$ cat src/rtl/scroll_scheduler.sv
// -----------------------------------------------------------------------------
// scroll_scheduler
// Frame-synchronous sequencer for the playfield renderer. Owns the game
// run/stop state and the scroll offsets used by the background and pipe
// drawers. Every output changes only on the clk where frame_start=1, so a
// frame never tears mid-scan.
//
// Ports
//   clk          in   pixel/system clock
//   rst_n        in   asynchronous active-low reset
//   frame_start  in   one-clk pulse at start of vertical blank
//   flap         in   level button, synchronous to clk
//   collide      in   one-clk pulse from the collision detector
//   status       out  1 while state==RUN (scroll enable)
//   state        out  0 IDLE, 1 RUN, 2 DYING, 3 OVER
//   grass_pos    out  grass pattern offset, 0..GRASS_PERIOD-1
//   scroll_x     out  world scroll offset, 0..WORLD_W-1
//   frame_cnt    out  free-running frame counter
//
// state   | meaning
// --------+------------------------------------------------------------
// IDLE    | waiting for a flap to start a game
// RUN     | game running, offsets scroll every frame
// DYING   | hit taken, counting DEATH_FRAMES frames
// OVER    | game over, flap returns to IDLE and clears offsets
// -----------------------------------------------------------------------------
module scroll_scheduler #(
    parameter int STEP_DIV     = 4,
    parameter int GRASS_PERIOD = 16,
    parameter int WORLD_W      = 640,
    parameter int SPEED        = 2,
    parameter int DEATH_FRAMES = 60
) (
    input  logic       clk,
    input  logic       rst_n,
    input  logic       frame_start,
    input  logic       flap,
    input  logic       collide,
    output logic       status,
    output logic [1:0] state,
    output logic [4:0] grass_pos,
    output logic [9:0] scroll_x,
    output logic [7:0] frame_cnt
);

    typedef enum logic [1:0] {
        S_IDLE  = 2'd0,
        S_RUN   = 2'd1,
        S_DYING = 2'd2,
        S_OVER  = 2'd3
    } state_t;

    state_t      st_q, st_d;
    logic        status_q;
    logic [3:0]  div_q, div_d;
    logic [4:0]  grass_q, grass_d;
    logic [9:0]  scroll_q, scroll_d;
    logic [7:0]  frame_q;
    logic [7:0]  dcnt_q, dcnt_d;
    logic        flap_q;
    logic        flap_ev, hit_ev;

    logic        flap_rise;
    logic        flap_now, hit_now;
    logic [10:0] scroll_sum;
    logic [10:0] scroll_wrap;

    assign flap_rise = flap & ~flap_q;

    // An event arriving on the strobe clk itself is consumed by this frame.
    assign flap_now = flap_ev | flap_rise;
    assign hit_now  = hit_ev | collide;

    assign scroll_sum  = {1'b0, scroll_q} + 11'(SPEED);
    assign scroll_wrap = (scroll_sum >= 11'(WORLD_W)) ? (scroll_sum - 11'(WORLD_W)) : scroll_sum;

    always_comb begin
        st_d     = st_q;
        div_d    = div_q;
        grass_d  = grass_q;
        scroll_d = scroll_q;
        dcnt_d   = dcnt_q;
        if (frame_start) begin
            case (st_q)
                S_IDLE: begin
                    if (flap_now) begin
                        st_d  = S_RUN;
                        div_d = 4'd0;
                    end
                end
                S_RUN: begin
                    // Scrolling still happens on the frame that exits to DYING.
                    scroll_d = scroll_wrap[9:0];
                    if (div_q == 4'(STEP_DIV - 1)) begin
                        div_d   = 4'd0;
                        grass_d = (grass_q == 5'(GRASS_PERIOD - 1)) ? 5'd0 : grass_q + 5'd1;
                    end else begin
                        div_d = div_q + 4'd1;
                    end
                    if (hit_now) begin
                        st_d   = S_DYING;
                        dcnt_d = 8'(DEATH_FRAMES - 1);
                    end
                end
                S_DYING: begin
                    if (dcnt_q == 8'd0) begin
                        st_d = S_OVER;
                    end else begin
                        dcnt_d = dcnt_q - 8'd1;
                    end
                end
                S_OVER: begin
                    if (flap_now) begin
                        st_d     = S_IDLE;
                        grass_d  = 5'd0;
                        scroll_d = 10'd0;
                    end
                end
                default: st_d = st_q;
            endcase
        end
    end

    always_ff @(posedge clk or negedge rst_n) begin
        if (!rst_n) begin
            st_q     <= S_IDLE;
            status_q <= 1'b0;
            div_q    <= 4'd0;
            grass_q  <= 5'd0;
            scroll_q <= 10'd0;
            frame_q  <= 8'd0;
            dcnt_q   <= 8'd0;
            flap_q   <= 1'b0;
            flap_ev  <= 1'b0;
            hit_ev   <= 1'b0;
        end else begin
            flap_q <= flap;
            if (frame_start) begin
                st_q     <= st_d;
                status_q <= (st_d == S_RUN);
                div_q    <= div_d;
                grass_q  <= grass_d;
                scroll_q <= scroll_d;
                dcnt_q   <= dcnt_d;
                frame_q  <= frame_q + 8'd1;
                flap_ev  <= 1'b0;
                hit_ev   <= 1'b0;
            end else begin
                if (flap_rise) flap_ev <= 1'b1;
                if (collide)   hit_ev  <= 1'b1;
            end
        end
    end

    assign state     = st_q;
    assign status    = status_q;
    assign grass_pos = grass_q;
    assign scroll_x  = scroll_q;
    assign frame_cnt = frame_q;

endmodule

$ cat config.mk
export PLATFORM = sky130hd
export DESIGN_NAME = scroll_scheduler
export DESIGN_NICKNAME = d
export VERILOG_FILES = /design/src/rtl/scroll_scheduler.sv
export SDC_FILE = /design/constraint.sdc
export NUM_CORES = 1
export LEC_CHECK = 0
export ABC_CLOCK_PERIOD_IN_PS = 5700
export CAP_MARGIN = 40
export CORE_MARGIN = 1
export CORE_UTILIZATION = 53
export DETAILED_ROUTE_END_ITERATION = 12
export HOLD_SLACK_MARGIN = 0.03
export PLACE_DENSITY = 0.89
export SLEW_MARGIN = 25
export SYNTH_ARGS = -nofsm -noshare
export SYNTH_HDL_FRONTEND = slang
export SYNTH_SLANG_ARGS = --single-unit
$ cat constraint.sdc
create_clock -name clk -period 5.7 [get_ports clk]
set_input_delay 1.14 -clock clk [delete_from_list [all_inputs] [get_ports clk]]
set_output_delay 1.14 -clock clk [all_outputs]
set_load 0.02 [all_outputs]
==> flow_results.xml, run 1 <==
<?xml version="1.0" encoding="UTF-8"?>
<metrics>
  <group name="run_status">
    <metric name="run_status" unit="">completed</metric>
  </group>
  <group name="routing">
    <metric name="dr.pass1.iters" unit="">5</metric>
    <metric name="drtIter0Drc" unit="">124</metric>
    <metric name="antenna_violating_nets_post_route" unit="">0</metric>
    <metric name="drt_wl_total" unit="mm">4.103</metric>
    <metric name="routed_wire_length_per_instance" unit="um">13.96</metric>
    <metric name="dr_drc_count" unit="">0</metric>
    <metric name="route.detailed.vias_per_inst" unit="">5.728</metric>
    <metric name="vias" unit="">1684</metric>
  </group>
  <group name="floorplan">
    <metric name="core_region_area" unit="mm^2">0.003689</metric>
    <metric name="die_w" unit="um">64.45</metric>
    <metric name="initial_core_util" unit="%">56.04</metric>
    <metric name="fp.dieArea" unit="mm^2">0.004154</metric>
    <metric name="core.rowCount" unit="">22</metric>
    <metric name="ioPinCount" unit="">31</metric>
    <metric name="die_height" unit="um">64.45</metric>
  </group>
  <group name="sta">
    <metric name="fraction_of_the_cycle_the_final_worst_path_needs" unit="%">50.13</metric>
    <metric name="slew-limit-headroom" unit="%">59.97</metric>
    <metric name="worstMarginPinSlew" unit="ps">598.6</metric>
    <metric name="setup_tns" unit="ps">0</metric>
    <metric name="timing.final.ws_setup" unit="ps">2842</metric>
    <metric name="timing_max_transition_violations_final" unit="">0</metric>
    <metric name="final-hold-violation-count" unit="">0</metric>
    <metric name="setup_repair_after_global_routing_missed_its_margin" unit="">no</metric>
    <metric name="fin_worst_skew" unit="ps">6.927</metric>
    <metric name="finalCriticalPeriod" unit="ps">2858</metric>
    <metric name="finalSetupViolCount" unit="">0</metric>
    <metric name="highest_achievable_clock_rate" unit="GHz">0.3499</metric>
  </group>
  <group name="critical_path">
    <metric name="worst_ep_arrival_time" unit="ps">3010</metric>
    <metric name="ff2ff_setup_slack" unit="ps">3570</metric>
    <metric name="worst-endpoint-required" unit="ps">5850</metric>
    <metric name="setup.worst_path.start_class" unit="">primary input</metric>
    <metric name="worst_setup_path_class" unit="">primary input to register</metric>
    <metric name="critical_path.max_fanout" unit="">17</metric>
    <metric name="critPathCaptureType" unit="">register</metric>
  </group>
  <group name="synth">
    <metric name="asyncSetResetFlopFracSynth" unit="%">100.0</metric>
    <metric name="syn_inst" unit="">218</metric>
    <metric name="syn-num-nets" unit="">229</metric>
    <metric name="synth_top_cells_by_area" unit="">sky130_fd_sc_hd__dfrtp_1 48%, sky130_fd_sc_hd__nand2_1 4.9%, sky130_fd_sc_hd__o21ai_0 4.4%, sky130_fd_sc_hd__ha_1 3.6%, sky130_fd_sc_hd__nor2_1 3.5%</metric>
    <metric name="synth_seq_cells" unit="">40</metric>
    <metric name="postSynth.topFlopCell" unit="">sky130_fd_sc_hd__dfrtp_1</metric>
    <metric name="synthDistinctLibCells" unit="">46</metric>
    <metric name="synth_area" unit="mm^2">0.002067</metric>
    <metric name="synth.most_common_cell" unit="">sky130_fd_sc_hd__dfrtp_1</metric>
    <metric name="ys_seq_area_share" unit="%">48.43</metric>
    <metric name="synth-edff-count" unit="">0</metric>
    <metric name="ys_top_cells_by_count" unit="">40 x sky130_fd_sc_hd__dfrtp_1, 27 x sky130_fd_sc_hd__nand2_1, 19 x sky130_fd_sc_hd__nor2_1</metric>
    <metric name="synth_warnings" unit="">0</metric>
    <metric name="synthDominantAreaCellType" unit="">sky130_fd_sc_hd__dfrtp_1</metric>
    <metric name="syn-mean-instance-area" unit="um^2">9.482</metric>
    <metric name="netlist.area_leader.share" unit="%">48.43</metric>
  </group>
  <group name="finish">
    <metric name="nets" unit="">257</metric>
    <metric name="flow.area_growth_from_synthesis" unit="%">19.61</metric>
    <metric name="non_filler_instances" unit="">294</metric>
    <metric name="diodes_inserted" unit="">0</metric>
    <metric name="drive_gt1_share" unit="%">6.098</metric>
  </group>
  <group name="global_route">
    <metric name="global_route.overflow_total" unit="">0</metric>
    <metric name="grt.total_usage" unit="%">22.75</metric>
    <metric name="maximum_number_of_pins_on_one_net_before_global_route_repair" unit="">22</metric>
    <metric name="grt_antenna_before_repair" unit="">0</metric>
    <metric name="grt_first_pass_wirelength" unit="mm">7.231</metric>
    <metric name="first_global_vias" unit="">1571</metric>
  </group>
  <group name="clock_network">
    <metric name="cts-resized-gates" unit="">0</metric>
    <metric name="cts_tree" unit="">yes</metric>
    <metric name="cts.clk_slew.worst_paths" unit="ps">70</metric>
    <metric name="hold_buffers" unit="">0</metric>
    <metric name="cts-htree-levels" unit="">2</metric>
    <metric name="clkSinkCount" unit="">40</metric>
    <metric name="ctsRootBufferMaster" unit="">sky130_fd_sc_hd__clkbuf_8</metric>
    <metric name="cts.repair_timing.setup_buffer_count" unit="">0</metric>
    <metric name="cts_made_buffers" unit="">5</metric>
    <metric name="max-clock-path-buffers" unit="">2</metric>
    <metric name="clk_latency" unit="ps">290</metric>
  </group>
  <group name="placement">
    <metric name="placed_wire_length_estimate_after_detailed_placement" unit="mm">2.975</metric>
    <metric name="dp.cells" unit="">287</metric>
    <metric name="place.gp.congestion" unit="">0.8379</metric>
    <metric name="port_buffers" unit="">29</metric>
    <metric name="place_worst_setup_slack" unit="ps">2597</metric>
  </group>
  <group name="pwr">
    <metric name="p_leak" unit="nW">1.024</metric>
    <metric name="ir_drop" unit="V">0.0002493</metric>
    <metric name="power_density" unit="mW/mm^2">428.0</metric>
  </group>
  <group name="job">
    <metric name="max_cap_violations" unit="">0</metric>
  </group>
  <group name="worst_hold_path">
    <metric name="hold_path.class" unit="">register to register</metric>
  </group>
</metrics>
-- flip-flops by register name (all words and copies together) (netlist names) --
register and count:
hit_ev 1, div_q 4, grass_pos 5, flap_ev 1, scroll_x 9, state 2
frame_cnt 8, status 1, flap_q 1, dcnt_q 8
-- power by group --
part	switching [mW]	internal, mW	leakage, nW
registers	0.107	0.356	0.499
logic	0.225	0.193	0.484
clock network	0.0931	0.0832	0.0410
total	0.426	0.632	1.02
-- critical path, stage by stage --
cell and delay, ps:
sky130_fd_sc_hd__clkdlybuf4s50_1 850, sky130_fd_sc_hd__o311ai_4 300, sky130_fd_sc_hd__o21bai_1 350, sky130_fd_sc_hd__o21ai_0 250, sky130_fd_sc_hd__o21ai_0 110
-- path summary, 6_finish.rpt --
check / from / to / cells past startpoint
worst max-delay path: frame_start / grass_pos[2] / 5
worst min-delay path: frame_cnt[7] / frame_cnt[7] / 1
worst max register to register: scroll_x[1] / scroll_x[7] / 6
worst min register to register: frame_cnt[7] / frame_cnt[7] / 1
max in group asynchronous: rst_n / scroll_x[4] / 2
min in group asynchronous: rst_n / dcnt_q[3] / 1
-- final cells by class --
cell class                      instances  area (um^2)
Timing Repair Buffer                   30        312.8
Inverter                                6        22.52
Fill cell                             303         1216
Sequential cell                        40         1001
Clock buffer                            6        72.57
Multi-Input combinational cell        163        998.5
Clock inverter                          1        5.005
Tap cell                               48        60.06
-- cell usage in the layout (no fill, tap or decap), types with 5 or more instances in the layout --
| cell type | count |
|---|---|
| sky130_fd_sc_hd__dfrtp_1 | 40 |
| sky130_fd_sc_hd__clkdlybuf4s50_1 | 28 |
| sky130_fd_sc_hd__nand2_1 | 27 |
| sky130_fd_sc_hd__nor2_1 | 19 |
| sky130_fd_sc_hd__o21ai_0 | 18 |
| sky130_fd_sc_hd__nand3_1 | 11 |
| sky130_fd_sc_hd__a21oi_1 | 8 |
| sky130_fd_sc_hd__inv_1 | 6 |
| sky130_fd_sc_hd__xnor2_1 | 6 |
| sky130_fd_sc_hd__a31oi_1 | 6 |
| sky130_fd_sc_hd__a22o_1 | 6 |
| sky130_fd_sc_hd__ha_1 | 6 |
| sky130_fd_sc_hd__nor3_1 | 5 |
| sky130_fd_sc_hd__o31ai_1 | 5 |
| sky130_fd_sc_hd__clkbuf_8 | 5 |
-- through the flow --
stage / total power, mW / utilization, % / area (um^2) / hold WS [ps]
floorplan: 0.7118 / - / 2067 / 477.0
global placement: 0.8670 / 64.18 / 2367 / 460.5
detailed placement: 0.8842 / 64.93 / 2395 / 465.1
CTS: 1.061 / 67.03 / 2472 / 478.8
global route: 1.135 / 67.03 / 2472 / 490.7
finish: 1.058 / 67.03 / 2472 / 470.9
-- routing by layer --
layer	global-route usage [%]	vias to the layer above	wire length, um	part of all wire (%)
met5	0	-	0	0
met4	9.167	0	48	1.2
met3	6.162	5	144	3.5
met2	34.47	37	1965	48
met1	30.93	803	1945	47
li1	-	839	-	-
-- kinds of logic after synthesis --
kind of cell / Yosys count / synth area share [%]
other: 1 / 0.1814
muxes: 2 / 1.029
and+or+nand+nor: 88 / 20.82
DFF: 40 / 48.43
xor gates and xnor gates: 9 / 3.814
adders and majority gates: 6 / 3.632
buffers and inverters: 15 / 3.269
AOI/OAI and AO/OA: 57 / 18.83
Note: power is estimated with default switching activity, not from simulation.
==> run 2: changes to the inputs <==
Settings changed: ABC_CLOCK_PERIOD_IN_PS 5700 to 2400, CORE_UTILIZATION 53 to 48, PLACE_DENSITY 0.89 to 0.86.
Clock period 5.7 ns to 2.4 ns, I/O delays scaled along.
==> run 2 against run 1 <==
Net effect: worst hold slack worse by 340 ps; final cell count increased by 2.4%; critical path depth fell by 4; worst setup slack got worse by 2600 ps; sequential cell count did not move; critical endpoint is now state[0]; global-route usage down 2.4 points; design area is 2.7% higher; highest routed layer unchanged; utilization is 4.5 points lower; die area increased by 10%; combinational power increased by 140%.
==> flow_results.xml, run 2 (synthesis gave the netlist of run 1 again) <==
<?xml version="1.0" encoding="UTF-8"?>
<metrics>
  <group name="run_status">
    <metric name="run_status" unit="">completed</metric>
  </group>
  <group name="floorplan">
    <metric name="die_height" unit="um">67.62</metric>
    <metric name="fp.dieArea" unit="mm^2">0.004572</metric>
    <metric name="initial_core_util" unit="%">50.94</metric>
    <metric name="core.rowCount" unit="">23</metric>
    <metric name="ioPinCount" unit="">31</metric>
    <metric name="die_w" unit="um">67.62</metric>
    <metric name="core_region_area" unit="mm^2">0.004058</metric>
  </group>
  <group name="clock_network">
    <metric name="cts_made_buffers" unit="">5</metric>
    <metric name="cts_tree" unit="">yes</metric>
    <metric name="clk_latency" unit="ps">300</metric>
    <metric name="cts-resized-gates" unit="">0</metric>
    <metric name="max-clock-path-buffers" unit="">2</metric>
    <metric name="cts.clk_slew.worst_paths" unit="ps">80</metric>
    <metric name="cts-htree-levels" unit="">2</metric>
    <metric name="cts.repair_timing.setup_buffer_count" unit="">0</metric>
    <metric name="hold_buffers" unit="">0</metric>
    <metric name="clkSinkCount" unit="">40</metric>
    <metric name="ctsRootBufferMaster" unit="">sky130_fd_sc_hd__clkbuf_8</metric>
  </group>
  <group name="finish">
    <metric name="flow.area_growth_from_synthesis" unit="%">22.82</metric>
    <metric name="largest_reg_flops" unit="">9</metric>
    <metric name="final_core_utilization" unit="%">62.57</metric>
    <metric name="layout.cells.most_common_list" unit="">40 x sky130_fd_sc_hd__dfrtp_1, 28 x sky130_fd_sc_hd__clkdlybuf4s50_1, 27 x sky130_fd_sc_hd__nand2_1, 19 x sky130_fd_sc_hd__nor2_1, 18 x sky130_fd_sc_hd__o21ai_0</metric>
    <metric name="final_common_cell" unit="">sky130_fd_sc_hd__dfrtp_1</metric>
    <metric name="diodes_inserted" unit="">0</metric>
    <metric name="final.fill_count" unit="">332</metric>
    <metric name="nets" unit="">261</metric>
    <metric name="drive_gt1_share" unit="%">8.367</metric>
    <metric name="multi_input_area" unit="um^2">998.5</metric>
    <metric name="layout.area.seq" unit="mm^2">0.001001</metric>
  </group>
  <group name="critical_path">
    <metric name="worst_setup_path_class" unit="">register to output pin</metric>
    <metric name="critical_path.max_fanout" unit="">14</metric>
    <metric name="critical_path.n_buffers_inverters" unit="">1</metric>
    <metric name="worst-endpoint-required" unit="ps">1920</metric>
    <metric name="critPathCaptureType" unit="">output pin</metric>
    <metric name="worstPathCellList" unit="">clkdlybuf4s50_1</metric>
    <metric name="critical-path-max-stage-delay" unit="ps">700</metric>
    <metric name="worst_ep_arrival_time" unit="ps">1640</metric>
    <metric name="cpMaxStageDelayCell" unit="">sky130_fd_sc_hd__clkdlybuf4s50_1</metric>
    <metric name="setup.worst_path.start_class" unit="">register</metric>
    <metric name="cpLargestDelayFamily" unit="">buffers and inverters</metric>
  </group>
  <group name="placement">
    <metric name="placed_wire_length_estimate_after_detailed_placement" unit="mm">2.906</metric>
    <metric name="place_worst_setup_slack" unit="ps">264.9</metric>
    <metric name="place.gp.congestion" unit="">0.8263</metric>
    <metric name="port_buffers" unit="">29</metric>
  </group>
  <group name="global_route">
    <metric name="grt_antenna_before_repair" unit="">0</metric>
    <metric name="global_route.overflow_total" unit="">0</metric>
    <metric name="grt_first_pass_wirelength" unit="mm">6.886</metric>
    <metric name="maximum_number_of_pins_on_one_net_before_global_route_repair" unit="">23</metric>
    <metric name="first_global_vias" unit="">1543</metric>
    <metric name="grt.total_usage" unit="%">20.33</metric>
  </group>
  <group name="routing">
    <metric name="drt_wl_total" unit="mm">4.080</metric>
    <metric name="antenna_violating_nets_post_route" unit="">0</metric>
    <metric name="dr.pass1.iters" unit="">4</metric>
    <metric name="route.detailed.vias_per_inst" unit="">5.701</metric>
    <metric name="dr_drc_count" unit="">0</metric>
    <metric name="vias" unit="">1716</metric>
    <metric name="drtIter0Drc" unit="">101</metric>
    <metric name="routed_wire_length_per_instance" unit="um">13.55</metric>
  </group>
  <group name="sta">
    <metric name="finalSetupViolCount" unit="">0</metric>
    <metric name="fraction_of_the_cycle_the_final_worst_path_needs" unit="%">88.39</metric>
    <metric name="slew-limit-headroom" unit="%">63.71</metric>
    <metric name="timing.final.ws_setup" unit="ps">278.7</metric>
    <metric name="fin_worst_skew" unit="ps">5.965</metric>
    <metric name="highest_achievable_clock_rate" unit="GHz">0.4714</metric>
    <metric name="final-hold-violation-count" unit="">0</metric>
    <metric name="worstMarginPinSlew" unit="ps">543.2</metric>
    <metric name="setup_repair_after_global_routing_missed_its_margin" unit="">no</metric>
    <metric name="finalCriticalPeriod" unit="ps">2121</metric>
    <metric name="timing_max_transition_violations_final" unit="">0</metric>
    <metric name="final.hold.worst_slack" unit="ps">129.4</metric>
    <metric name="setup_tns" unit="ps">0</metric>
  </group>
  <group name="pwr">
    <metric name="power_density" unit="mW/mm^2">1047</metric>
    <metric name="p_leak" unit="nW">1.056</metric>
    <metric name="ir_drop" unit="V">0.0006688</metric>
  </group>
  <group name="job">
    <metric name="max_cap_violations" unit="">0</metric>
  </group>
  <group name="worst_hold_path">
    <metric name="hold_path.class" unit="">primary input to async pin</metric>
  </group>
</metrics>
run 2: cell types whose count changed in the layout (fill, tap and decap cells not counted):
cell and delta:
sky130_fd_sc_hd__bufinv_16 +1, sky130_fd_sc_hd__clkbuf_1 -1, sky130_fd_sc_hd__clkinvlp_4 +1, sky130_fd_sc_hd__buf_4 +4
run 2: final timing paths:
kind                               from      endpoint  slack (ps)  cells after the start
setup / recovery               state[0]      state[0]         280                      1
hold / removal                    rst_n     dcnt_q[0]         130                      1
setup reg to reg            scroll_x[1]   scroll_x[7]         380                      6
hold reg to reg            frame_cnt[7]  frame_cnt[7]         480                      1
max in group asynchronous         rst_n        status        1810                      2
min in group clk           frame_cnt[7]  frame_cnt[7]         480                      1
run 2: layer usage:
layer	up-vias	global-route usage [%]	wire length (um)
met2	54	31.19	1865
li1	842	-	-
met1	814	27.22	1958
met4	0	9.840	76
met5	-	0	0
met3	6	4.054	179
run 2: area by class of cell:
type | count | share of cell area [%]
clock buffer | 5 | 2.711
clock inverter | 3 | 1.676
inverter | 6 | 0.8871
multi-input combinational | 163 | 39.33
sequential | 40 | 39.43
tap | 50 | 2.464
timing repair buffer | 34 | 13.50
run 2: per-stage QoR:
step	area, um^2	power [mW]	cells
after floorplan	2067	1.690	218
after global placement	2400	2.074	292
after detailed placement	2427	2.120	293
after CTS	2539	2.670	301
after global routing	2539	2.837	301
final	2539	2.659	301
run 2: report_power, final:
part / internal [mW] / switching, mW / leakage (nW)
logic: 0.472 / 0.535 / 0.502
clock network: 0.308 / 0.239 / 0.0541
registers: 0.845 / 0.261 / 0.499
total: 1.62 / 1.03 / 1.06
